**src/rtl/traffic_light_fsm.sv**
```systemverilog
// Two-road signal sequencer driven by traffic_timer done pulses, with pedestrian
// request latching and a watchdog that latches a flashing-yellow fault mode.
module traffic_light_fsm #(
  parameter int unsigned WDOG_CYCLES = 1023,
  parameter int unsigned FLASH_DIV   = 50
) (
  input  logic       clk,
  input  logic       rst,
  input  logic       done_pulse,
  input  logic       ped_req,
  output logic       timer_select,
  output logic       timer_restart,
  output logic [2:0] ns_light,
  output logic [2:0] ew_light,
  output logic       ped_walk,
  output logic       fault,
  output logic [2:0] state_dbg
);

  localparam int unsigned WW = $clog2(WDOG_CYCLES + 1);
  localparam int unsigned FW = $clog2(FLASH_DIV + 1);
  localparam logic [WW-1:0] WDOG_LAST  = WW'(WDOG_CYCLES - 1);
  localparam logic [FW-1:0] FLASH_LAST = FW'(FLASH_DIV - 1);

  localparam logic [2:0] L_RED = 3'b100;
  localparam logic [2:0] L_YEL = 3'b010;
  localparam logic [2:0] L_GRN = 3'b001;
  localparam logic [2:0] L_OFF = 3'b000;

  typedef enum logic [2:0] {
    NS_GRN = 3'd0,
    NS_YEL = 3'd1,
    RED_A  = 3'd2,
    EW_GRN = 3'd3,
    EW_YEL = 3'd4,
    RED_B  = 3'd5,
    FAULT  = 3'd7
  } state_t;

  state_t          state, state_n;
  logic            started, started_n;
  logic [WW-1:0]   wdog, wdog_n;
  logic [FW-1:0]   flash_cnt, flash_n;
  logic            flash_on, flash_on_n;
  logic            ped_d, ped_lat, ped_lat_n;
  logic            entry;
  logic            select_n, restart_n, walk_n, fault_n;
  logic [2:0]      ns_n, ew_n;

  always_comb begin
    state_n    = state;
    started_n  = 1'b1;
    wdog_n     = wdog;
    flash_n    = flash_cnt;
    flash_on_n = flash_on;
    ped_lat_n  = ped_lat;
    entry      = 1'b0;

    if (state == FAULT) begin
      if (flash_cnt == FLASH_LAST) begin
        flash_n    = '0;
        flash_on_n = ~flash_on;
      end else begin
        flash_n = flash_cnt + 1'b1;
      end
    end else begin
      // The first clock after reset counts as entry into RED_B.
      if (!started) begin
        entry = 1'b1;
      end else if (done_pulse) begin
        entry = 1'b1;
        case (state)
          NS_GRN:  state_n = NS_YEL;
          NS_YEL:  state_n = RED_A;
          RED_A:   state_n = EW_GRN;
          EW_GRN:  state_n = EW_YEL;
          EW_YEL:  state_n = RED_B;
          default: state_n = NS_GRN;
        endcase
      end else if (wdog == WDOG_LAST) begin
        state_n    = FAULT;
        flash_n    = '0;
        flash_on_n = 1'b1;
      end else begin
        wdog_n = wdog + 1'b1;
      end
      if (entry) wdog_n = '0;
      // A new press in the same cycle as the NS_GRN clear survives for the next NS_GRN.
      ped_lat_n = (ped_req & ~ped_d) | (ped_lat & ~(entry & (state_n == NS_GRN)));
    end

    restart_n = entry;
    select_n  = (state_n == NS_GRN) || (state_n == EW_GRN);
    fault_n   = (state_n == FAULT);
    walk_n    = 1'b0;
    if (state_n == NS_GRN) walk_n = entry ? ped_lat : ped_walk;

    ns_n = L_RED;
    ew_n = L_RED;
    case (state_n)
      NS_GRN: ns_n = L_GRN;
      NS_YEL: ns_n = L_YEL;
      EW_GRN: ew_n = L_GRN;
      EW_YEL: ew_n = L_YEL;
      FAULT: begin
        ns_n = flash_on_n ? L_YEL : L_OFF;
        ew_n = flash_on_n ? L_YEL : L_OFF;
      end
      default: ;
    endcase
  end

  always_ff @(posedge clk or negedge rst) begin
    if (!rst) begin
      state         <= RED_B;
      started       <= 1'b0;
      wdog          <= '0;
      flash_cnt     <= '0;
      flash_on      <= 1'b0;
      ped_d         <= 1'b0;
      ped_lat       <= 1'b0;
      timer_select  <= 1'b0;
      timer_restart <= 1'b0;
      ns_light      <= L_RED;
      ew_light      <= L_RED;
      ped_walk      <= 1'b0;
      fault         <= 1'b0;
    end else begin
      state         <= state_n;
      started       <= started_n;
      wdog          <= wdog_n;
      flash_cnt     <= flash_n;
      flash_on      <= flash_on_n;
      ped_d         <= ped_req;
      ped_lat       <= ped_lat_n;
      timer_select  <= select_n;
      timer_restart <= restart_n;
      ns_light      <= ns_n;
      ew_light      <= ew_n;
      ped_walk      <= walk_n;
      fault         <= fault_n;
    end
  end

  assign state_dbg = state;

endmodule

```
**config.mk**
```make
export PLATFORM = sky130hd
export DESIGN_NAME = traffic_light_fsm
export DESIGN_NICKNAME = d
export VERILOG_FILES = /design/src/rtl/traffic_light_fsm.sv
export SDC_FILE = /design/constraint.sdc
export NUM_CORES = 1
export LEC_CHECK = 0
export ABC_AREA = 0
export CORE_UTILIZATION = 56
export CTS_BUF_LIST = sky130_fd_sc_hd__clkbuf_16
export DETAILED_ROUTE_END_ITERATION = 8
export PLACE_DENSITY = 0.78
export SLEW_MARGIN = 30
export SYNTH_ARGS = -nofsm -noshare
export SYNTH_HDL_FRONTEND = slang
export SYNTH_SLANG_ARGS = --single-unit
```
**constraint.sdc**
```tcl
create_clock -name clk -period 1.9 [get_ports clk]
set_input_delay 0.285 -clock clk [delete_from_list [all_inputs] [get_ports clk]]
set_output_delay 0.285 -clock clk [all_outputs]
set_load 0.02 [all_outputs]
```
### Word-level counts from Yosys, hierarchy flattened

Cells that the tools add are included.
Widths: inputs -> output; s select.

| word-level totals | value |
|---|---|
| bits in registers | 33 |
| bits in latches | 0 |
| memory bits (writable) | 0 |
| bits in read-only memories | 0 |
| bits of input ports | 4 |
| output and inout bits | 13 |
| logic and storage cells | 76 |
| memories | 0 |

| operators by class | value |
|---|---|
| add/sub/neg operators | 2 |
| $mul | 0 |
| divide/modulo/power cells | 0 |
| $lt $le $gt $ge | 0 |
| equality and inequality tests | 15 |
| shift operators | 0 |
| muxes and demuxes | 29 |
| bitwise gates (word level) | 8 |
| reduce and logical (&&, ||, !) cells | 9 |

Operator list:

| cell | count |
|---|---|
| $mux 10 | 4 |
| $mux 6 | 5 |
| $pmux 3 s3 | 2 |
| $mux 3 | 5 |
| $pmux 3 s5 | 1 |
| $eq 3x3->1 const B | 4 |
| $mux 1 | 11 |
| $add 10x1->10 const B | 1 |
| $eq 10x10->1 const B | 1 |
| $eq 3x2->1 const B | 3 |
| $logic_not 3->1 | 3 |
| $add 6x1->6 const B | 1 |
| $eq 3x1->1 const B | 2 |
| $eq 6x6->1 const B | 1 |
| $ne 2x1->1 const B | 3 |
| $reduce_bool 2->1 | 3 |
| $not 1->1 | 4 |
| $reduce_and 4->1 | 1 |
| $and 1x1->1 | 3 |
| $reduce_and 3->1 | 1 |
| $mux 2 | 1 |
| $ne 2x2->1 const B | 1 |
| $logic_or 1x1->1 | 1 |
| $or 1x1->1 | 1 |

### Logic depth before layout (Yosys ltp)

Gate-level depths: netlist of the first run.

| logic depth | value |
|---|---|
| depth after elaboration | 10 |
| mapped depth | 8 |
| mapped depth without buffers | 7 |

### Worst setup path after synthesis of the first run

OpenSTA, ideal clock, no wires.

| timing path | value |
|---|---|
| path type | flip-flop to flip-flop |
| start point | reg state[2] (netlist: state_dbg[2]) |
| end point | reg ew_light[1] |
| setup time | 143 ps |
| arrival | 1586 ps |
| required time | 1757 ps |
| path slack | 171 ps |
| cell stages (with the launch flop) | 6 |
| path buffers | 1 |
| path through | dfstp_2 -> buf_2 -> nand3_2 -> or4_1 -> o211ai_2 -> o221ai_1 |

| between the ends | value |
|---|---|
| longest elaborated chain between the ends | 8 |

RTL lines:

| element | RTL line | text |
|---|---|---|
| start, declared | 40 | `state_t state, state_n;` |
| start signal, assigned | 129 | `state <= state_n;` |
| $eq 3x3->1 (tied with other cells) | 72 | `case (state)` |
| $pmux 3 s5 | 72 |  |
| $mux 3 | 70 | `end else if (done_pulse) begin` |
| $mux 3 | 68 | `if (!started) begin` |
| $mux 3 (2 in series) | 59 | `if (state == FAULT) begin` |
| $eq 3x3->1 / $eq 3x2->1 (equally long branches) | 100 | `case (state_n)` |
| $pmux 3 s3 (*) | 100 |  |
| net ew_n[1] | 48 | `logic [2:0] ns_n, ew_n;` |
| end signal, assigned | 139 | `ew_light <= ew_n;` |
| end, declared | 14 | `output logic [2:0] ew_light,` |

The timed path passes the listed nets; every way through them passes the cells marked *. The select of a mux whose other input is x is not followed.
A chain may end at the register's enable or synchronous reset.

### Worst setup path after layout of the first run

| timing path | value |
|---|---|
| start point | reg state[2] (netlist: state_dbg[2]) |
| end point | out state_dbg[2] |

RTL lines:

| element | RTL line | text |
|---|---|---|
| end, declared | 17 | `output logic [2:0] state_dbg` |

No word-level cell between the ends.

==> results of run 1 <==
## sequential cells by signal, indices dropped and copies added (netlist names)
name / flops
wdog: 10
flash_cnt: 6
ew_light: 3
ns_light: 3
state_dbg: 3
fault: 1
flash_on: 1
ped_d: 1
ped_lat: 1
ped_walk: 1
started: 1
timer_restart: 1
timer_select: 1
## synth_stat cells, types with 4 or more instances
master    instances
o21ai_0          16
inv_1             8
mux2i_1           5
ha_1              4
nand4_1           7
buf_2             4
nand2b_1          4
dfrtp_1          29
nand2_1          18
o211ai_1          4
nor2_1           10
a21oi_1           4
dfstp_2           4
nand3_1          13
or3_1             4
## per-layer routing
| metal | GRT usage | wire length [µm] | vias to the layer above |
|---|---|---|---|
| met2 | 0.4382 | 1922 | 39 |
| met1 | 0.3220 | 1697 | 737 |
| li1 | - | - | 739 |
| met4 | 0.09864 | 61 | 0 |
| met3 | 0.06332 | 185 | 10 |
| met5 | 0 | 0 | - |
## final timing paths
path | to | slack (ns) | depth (start not counted)
max | state_dbg[2] | 0.05 | 1
min | ew_light[0] | 0.42 | 2
max reg2reg | ew_light[1] | 0.14 | 4
min in group clk | ped_lat | 0.49 | 1
max in group asynchronous | state_dbg[0] | 1.16 | 2
min reg2reg | ped_lat | 0.49 | 1
## report_power, final
group	internal [mW]	total [mW]	switching [mW]
logic	0.545	1.13	0.587
registers	0.927	1.14	0.209
clock network	0.607	0.868	0.261
total	2.08	3.14	1.06
## final cells by class
cell class                 instances  area, µm²
timing repair buffer              34      297.8
clock buffer                       5      125.1
inverter                           8      30.03
fill                             218      800.8
multi-input combinational        134      900.9
tap                               44      55.05
sequential                        33      830.8
clock inverter                     3      37.54
## through the flow
stage               hold slack, ns  power, mW  std cells
floorplan                 -0.01059      1.842        187
global placement            0.4773      2.239        253
detailed placement          0.4812      2.278        253
CTS                         0.4352      3.162        261
global route                0.4568      3.316        261
finish                      0.4158      3.135        261
## cell families (layout without fill, tap and decap cells)
kind of cell,Yosys count,count (layout),share of synthesized area
flops,33,33,0.4511
other cells,1,1,0.002036
fa+ha+maj,4,4,0.02717
mux,6,6,0.03329
compound gates,43,43,0.1631
simple gates,79,79,0.2588
xor+xnor,1,1,0.004756
buf+inv,20,50,0.05978
==> summary.md, run 1 <==
| Metric | Value |
|---|---|
| WP data arrival | `1.57 ns` |
| CORE AREA | `3078 µm²` |
| Seq/Total Area, Yosys | `0.4511` |
| RR Startpoint | `state_dbg[0]` |
| Dominant register cell in the synthesized netlist | `dfrtp_1` |
| Detail Route Antenna Nets | `0` |
| Critical path startpoint | `state_dbg[2]` |
| Overall Global Routing Usage | `0.2604` |
| Crit path largest cell delay | `0.65 ns` |
| Fin crit period | `1.854 ns` |
| Max-cap check violation count | `0` |
| Max Freq | `539.4 MHz` |
| Leading cell types in the layout, fill and taps excluded | `dfrtp_1, nand2_1, buf_4` |
| Crit path cell chain | `clkdlybuf4s50_1` |
| Longest Clk Path Bufs | `2` |
| ANT cells | `0` |
| Power density cells | `1377 nW/µm²` |
| RSZ-0062 raised after global routing | `no` |
| Initial Util | `0.5984` |
| Via/cell ratio | `5.843` |
| Mapped cell area | `1842 µm²` |
| Synthesis-to-finish area growth | `23.64%` |
| Leading area contributor after synthesis | `dfrtp_1` |
| Crit Path Class | `reg2out` |
| Critical path startpoint category | `flip-flop` |
| Placed inst area | `2112 µm²` |
| TritonCTS Sinks | `33` |
| Buffers on Ports | `16` |
| Worst path bufs/invs | `1` |
| Cells after Synth | `187` |
| Top area cells in the synthesized netlist | `dfrtp_1, dfstp_2, o21ai_0` |
| Register bit total from synthesis | `33` |
| Number of cell rows | `20` |
| Hpwl dp | `2849 µm` |
| Largest net degree at the start of global routing | `34` |
| Critical-path top delay cell | `dfstp_2` |
| Final setup margin | `0.04608 ns` |
| CP top delay family | `flip-flops` |
| Die X | `59.35 µm` |
| Clock skew | `0.004881 ns` |
| Status | `finished clean` |
| Synthesized Nets | `195` |
| Clock slew at reported path FFs | `0.05 ns` |
| Synth warnings | `0` |
| Number of I/O pins | `17` |
| Mean Syn Cell Area | `9.849 µm²` |
| # nets final | `224` |
| H-Tree Depth | `2` |
| Hold crit path type | `in2async` |
| Via count | `1,525` |
| Netlist cell types | `54` |
| Clock latency at the later pin of the worst-skew pair | `0.27 ns` |
| TNS Setup | `0 ns` |
| Cts repair resizes | `0` |
| DP Worst Slack | `0.02806 ns` |
| Worst vdd ir | `0.001014 V` |
| Grt total ovfl | `0` |
| CTS tree | `built` |
| Initial DRC Count | `51` |
| Vias in the first global route | `1,526` |
| Worst EP required | `1.62 ns` |
| Design area | `2277 µm²` |
| Hold-fix buffer count after cts | `0` |
| Clock buffer count from CTS | `5` |
| Post-synth EDFFs | `0` |
| Final hold vios | `0` |
| Top-area cell type share of the netlist area | `0.3940` |
| Asr flop ratio synth | `1.000` |
| Critical Path Fanout Max | `13` |
| First-pass GRT wire length | `6727 µm` |
| Finish-stage setup viols | `0` |
| Max-slew violation count | `0` |
| Initial antenna violation count | `0` |
| DRC Markers | `0` |
| CP endpoint kind | `primary output` |
| WL/cell | `14.81 µm` |
| WL final | `3866 µm` |
| RD Place Congestion | `0.8653` |
| Total Die Area | `3522 µm²` |
| Layout cells sized above 1 | `0.2074` |
| Root Buffer | `clkbuf_16` |
| Static Leak | `1.019 nW` |
| Final Cycle Share | `0.9757` |
| Commonest non-fill, non-tap cell in the layout | `dfrtp_1` |
| Postcts setup bufs | `0` |
| Die height | `59.35 µm` |
| Final core occ | `0.7398` |
| DR pass1 iterations | `4` |
Note: power is estimated with default switching activity, not from simulation.
==> run 2, diff against run 1 <==
==> constraint.sdc (replaced) <==
create_clock -name clk -period 2.05 [get_ports clk]
set_input_delay 0.3075 -clock clk [delete_from_list [all_inputs] [get_ports clk]]
set_output_delay 0.3075 -clock clk [all_outputs]
set_load 0.02 [all_outputs]
==> run 2 against run 1 <==
Global-route usage is 0.60 points higher. First-iteration DRC count is 130% higher. Cell count is 3.1% lower. Non-clock buffer count is 8 lower. Largest cell class unchanged. Largest power group is now combinational cells.
==> summary.md, run 2 (synthesis results as in run 1) <==
| Metric | Value |
|---|---|
| Clock buffer count from CTS | `5` |
| Via/cell ratio | `5.909` |
| Design area | `2191 µm²` |
| Number of flip-flops in the largest register | `10` |
| Final hold vios | `0` |
| RD Place Congestion | `0.8845` |
| Critical path startpoint category | `flip-flop` |
| Leading cell types in the layout, fill and taps excluded | `dfrtp_1, nand2_1, o21ai_0` |
| Crit Path Class | `reg2out` |
| RSZ-0062 raised after global routing | `no` |
| WL final | `3958 µm` |
| Vias in the first global route | `1,447` |
| Number of cell rows | `20` |
| TritonCTS Sinks | `33` |
| Placed inst area | `2052 µm²` |
| Synthesis-to-finish area growth | `18.95%` |
| CP endpoint kind | `primary output` |
| Worst EP required | `1.74 ns` |
| Commonest non-fill, non-tap cell in the layout | `dfrtp_1` |
| Layout cells sized above 1 | `0.1722` |
| WP data arrival | `1.60 ns` |
| # fillers | `233` |
| Max-cap check violation count | `0` |
| Clock latency at the later pin of the worst-skew pair | `0.28 ns` |
| Hpwl dp | `2808 µm` |
| Overall Power | `2.790 mW` |
| Max-slew violation count | `0` |
| Die height | `59.35 µm` |
| Min Hold Slack | `0.4381 ns` |
| Fin cells | `253` |
| Cells on worst reg2reg path | `6` |
| Worst vdd ir | `0.0009596 V` |
| H-Tree Depth | `2` |
| Root Buffer | `clkbuf_16` |
| Power density cells | `1274 nW/µm²` |
| DP Worst Slack | `0.09554 ns` |
| Largest regs | `wdog x10, flash_cnt x6` |
| Most flops, register | `wdog` |
| Detail Route Antenna Nets | `0` |
| Area of the multi-input gates | `900.9 µm²` |
| Largest net degree at the start of global routing | `34` |
| RR Startpoint | `wdog[0]` |
| Number of I/O pins | `17` |
| Static Leak | `0.9783 nW` |
| R2R Setup Slk | `0.22 ns` |
| Status | `finished clean` |
| DRC Markers | `0` |
| Overall Global Routing Usage | `0.2664` |
| Total area of sequential cells | `830.8 µm²` |
| First-pass GRT wire length | `6755 µm` |
| Initial DRC Count | `119` |
| Final core occ | `0.7118` |
| Die X | `59.35 µm` |
| CORE AREA | `3078 µm²` |
| Critical-path top delay cell | `clkdlybuf4s50_1` |
| Initial Util | `0.5984` |
| Longest Clk Path Bufs | `2` |
| Fin crit period | `1.911 ns` |
| Initial antenna violation count | `0` |
| Crit path largest cell delay | `0.62 ns` |
| Cells after DPL | `245` |
| # nets final | `216` |
| Grt total ovfl | `0` |
| Via count | `1,495` |
| Final setup margin | `0.1389 ns` |
| Clock skew | `0.005904 ns` |
| Finish-stage setup viols | `0` |
| Hold crit path type | `in2async` |
| Total Die Area | `3522 µm²` |
| Crit path cell chain | `buf_4 -> clkdlybuf4s50_1` |
| Final Cycle Share | `0.9322` |
| Clock slew at reported path FFs | `0.05 ns` |
| Buffers on Ports | `16` |
| CTS tree | `built` |
| Max Freq | `523.3 MHz` |
| DR pass1 iterations | `4` |
| WL/cell | `15.64 µm` |
| TNS Setup | `0 ns` |
| ANT cells | `0` |
| Critical Path Fanout Max | `13` |
| FF-to-FF End | `wdog[4]` |
[run 2: cell count changes in the layout (fill, tap and decap cells not counted), sizes merged]
| cell | delta |
|---|---|
| buf | -8 |
| bufinv | -1 |
| inv | +1 |
[run 2: per-layer routing]
| layer | part of all wire | wire [µm] | vias up | track usage |
|---|---|---|---|---|
| li1 | - | - | 719 | - |
| met1 | 0.44 | 1736 | 714 | 0.3348 |
| met2 | 0.47 | 1872 | 49 | 0.4189 |
| met3 | 0.062 | 245 | 13 | 0.08297 |
| met5 | 0 | 0 | - | 0 |
| met4 | 0.026 | 103 | 0 | 0.1224 |
[run 2: worst max-delay path by stage]
stage | from | end | slack [ns] | depth (start not counted)
2_1_floorplan | state_dbg[2] | ew_light[1] | 0.32 | 5
3_3_place_gp | done_pulse | wdog[4] | 0.18 | 5
3_5_place_dp | done_pulse | wdog[4] | 0.1 | 5
4_1_cts | state_dbg[2] | state_dbg[2] | 0.03 | 2
5_1_grt | state_dbg[0] | state_dbg[0] | 0.08 | 2
6_report | state_dbg[0] | state_dbg[0] | 0.14 | 2
[run 2: power by group]
group	leakage [nW]	switching (mW)	internal, mW
Sequential	0.416	0.158	0.858
Combinational	0.489	0.601	0.491
Clock	0.0738	0.248	0.435
[run 2: layout make-up]
type,count,share of cell area
clock inverters,3,0.005140
flip-flops and latches,33,0.3792
clock buffers,5,0.05711
well taps,44,0.02513
inverters,8,0.01371
repair buffers,26,0.1085
multi-input cells,134,0.4112
[run 2: critical path, delay by kind of cell (launching register included)]
kind	cells	cell delay, ns
buffers and inverters	2	0.80
DFF	1	0.53
[run 2: timing repair]
action                                  in CTS  in global routing
resized for setup                            0                  1
hold buffers                                 0                  0
hold endpoints to repair                     0                  0
buffers inserted                             0                  0
endpoints found under the setup margin       0                  1
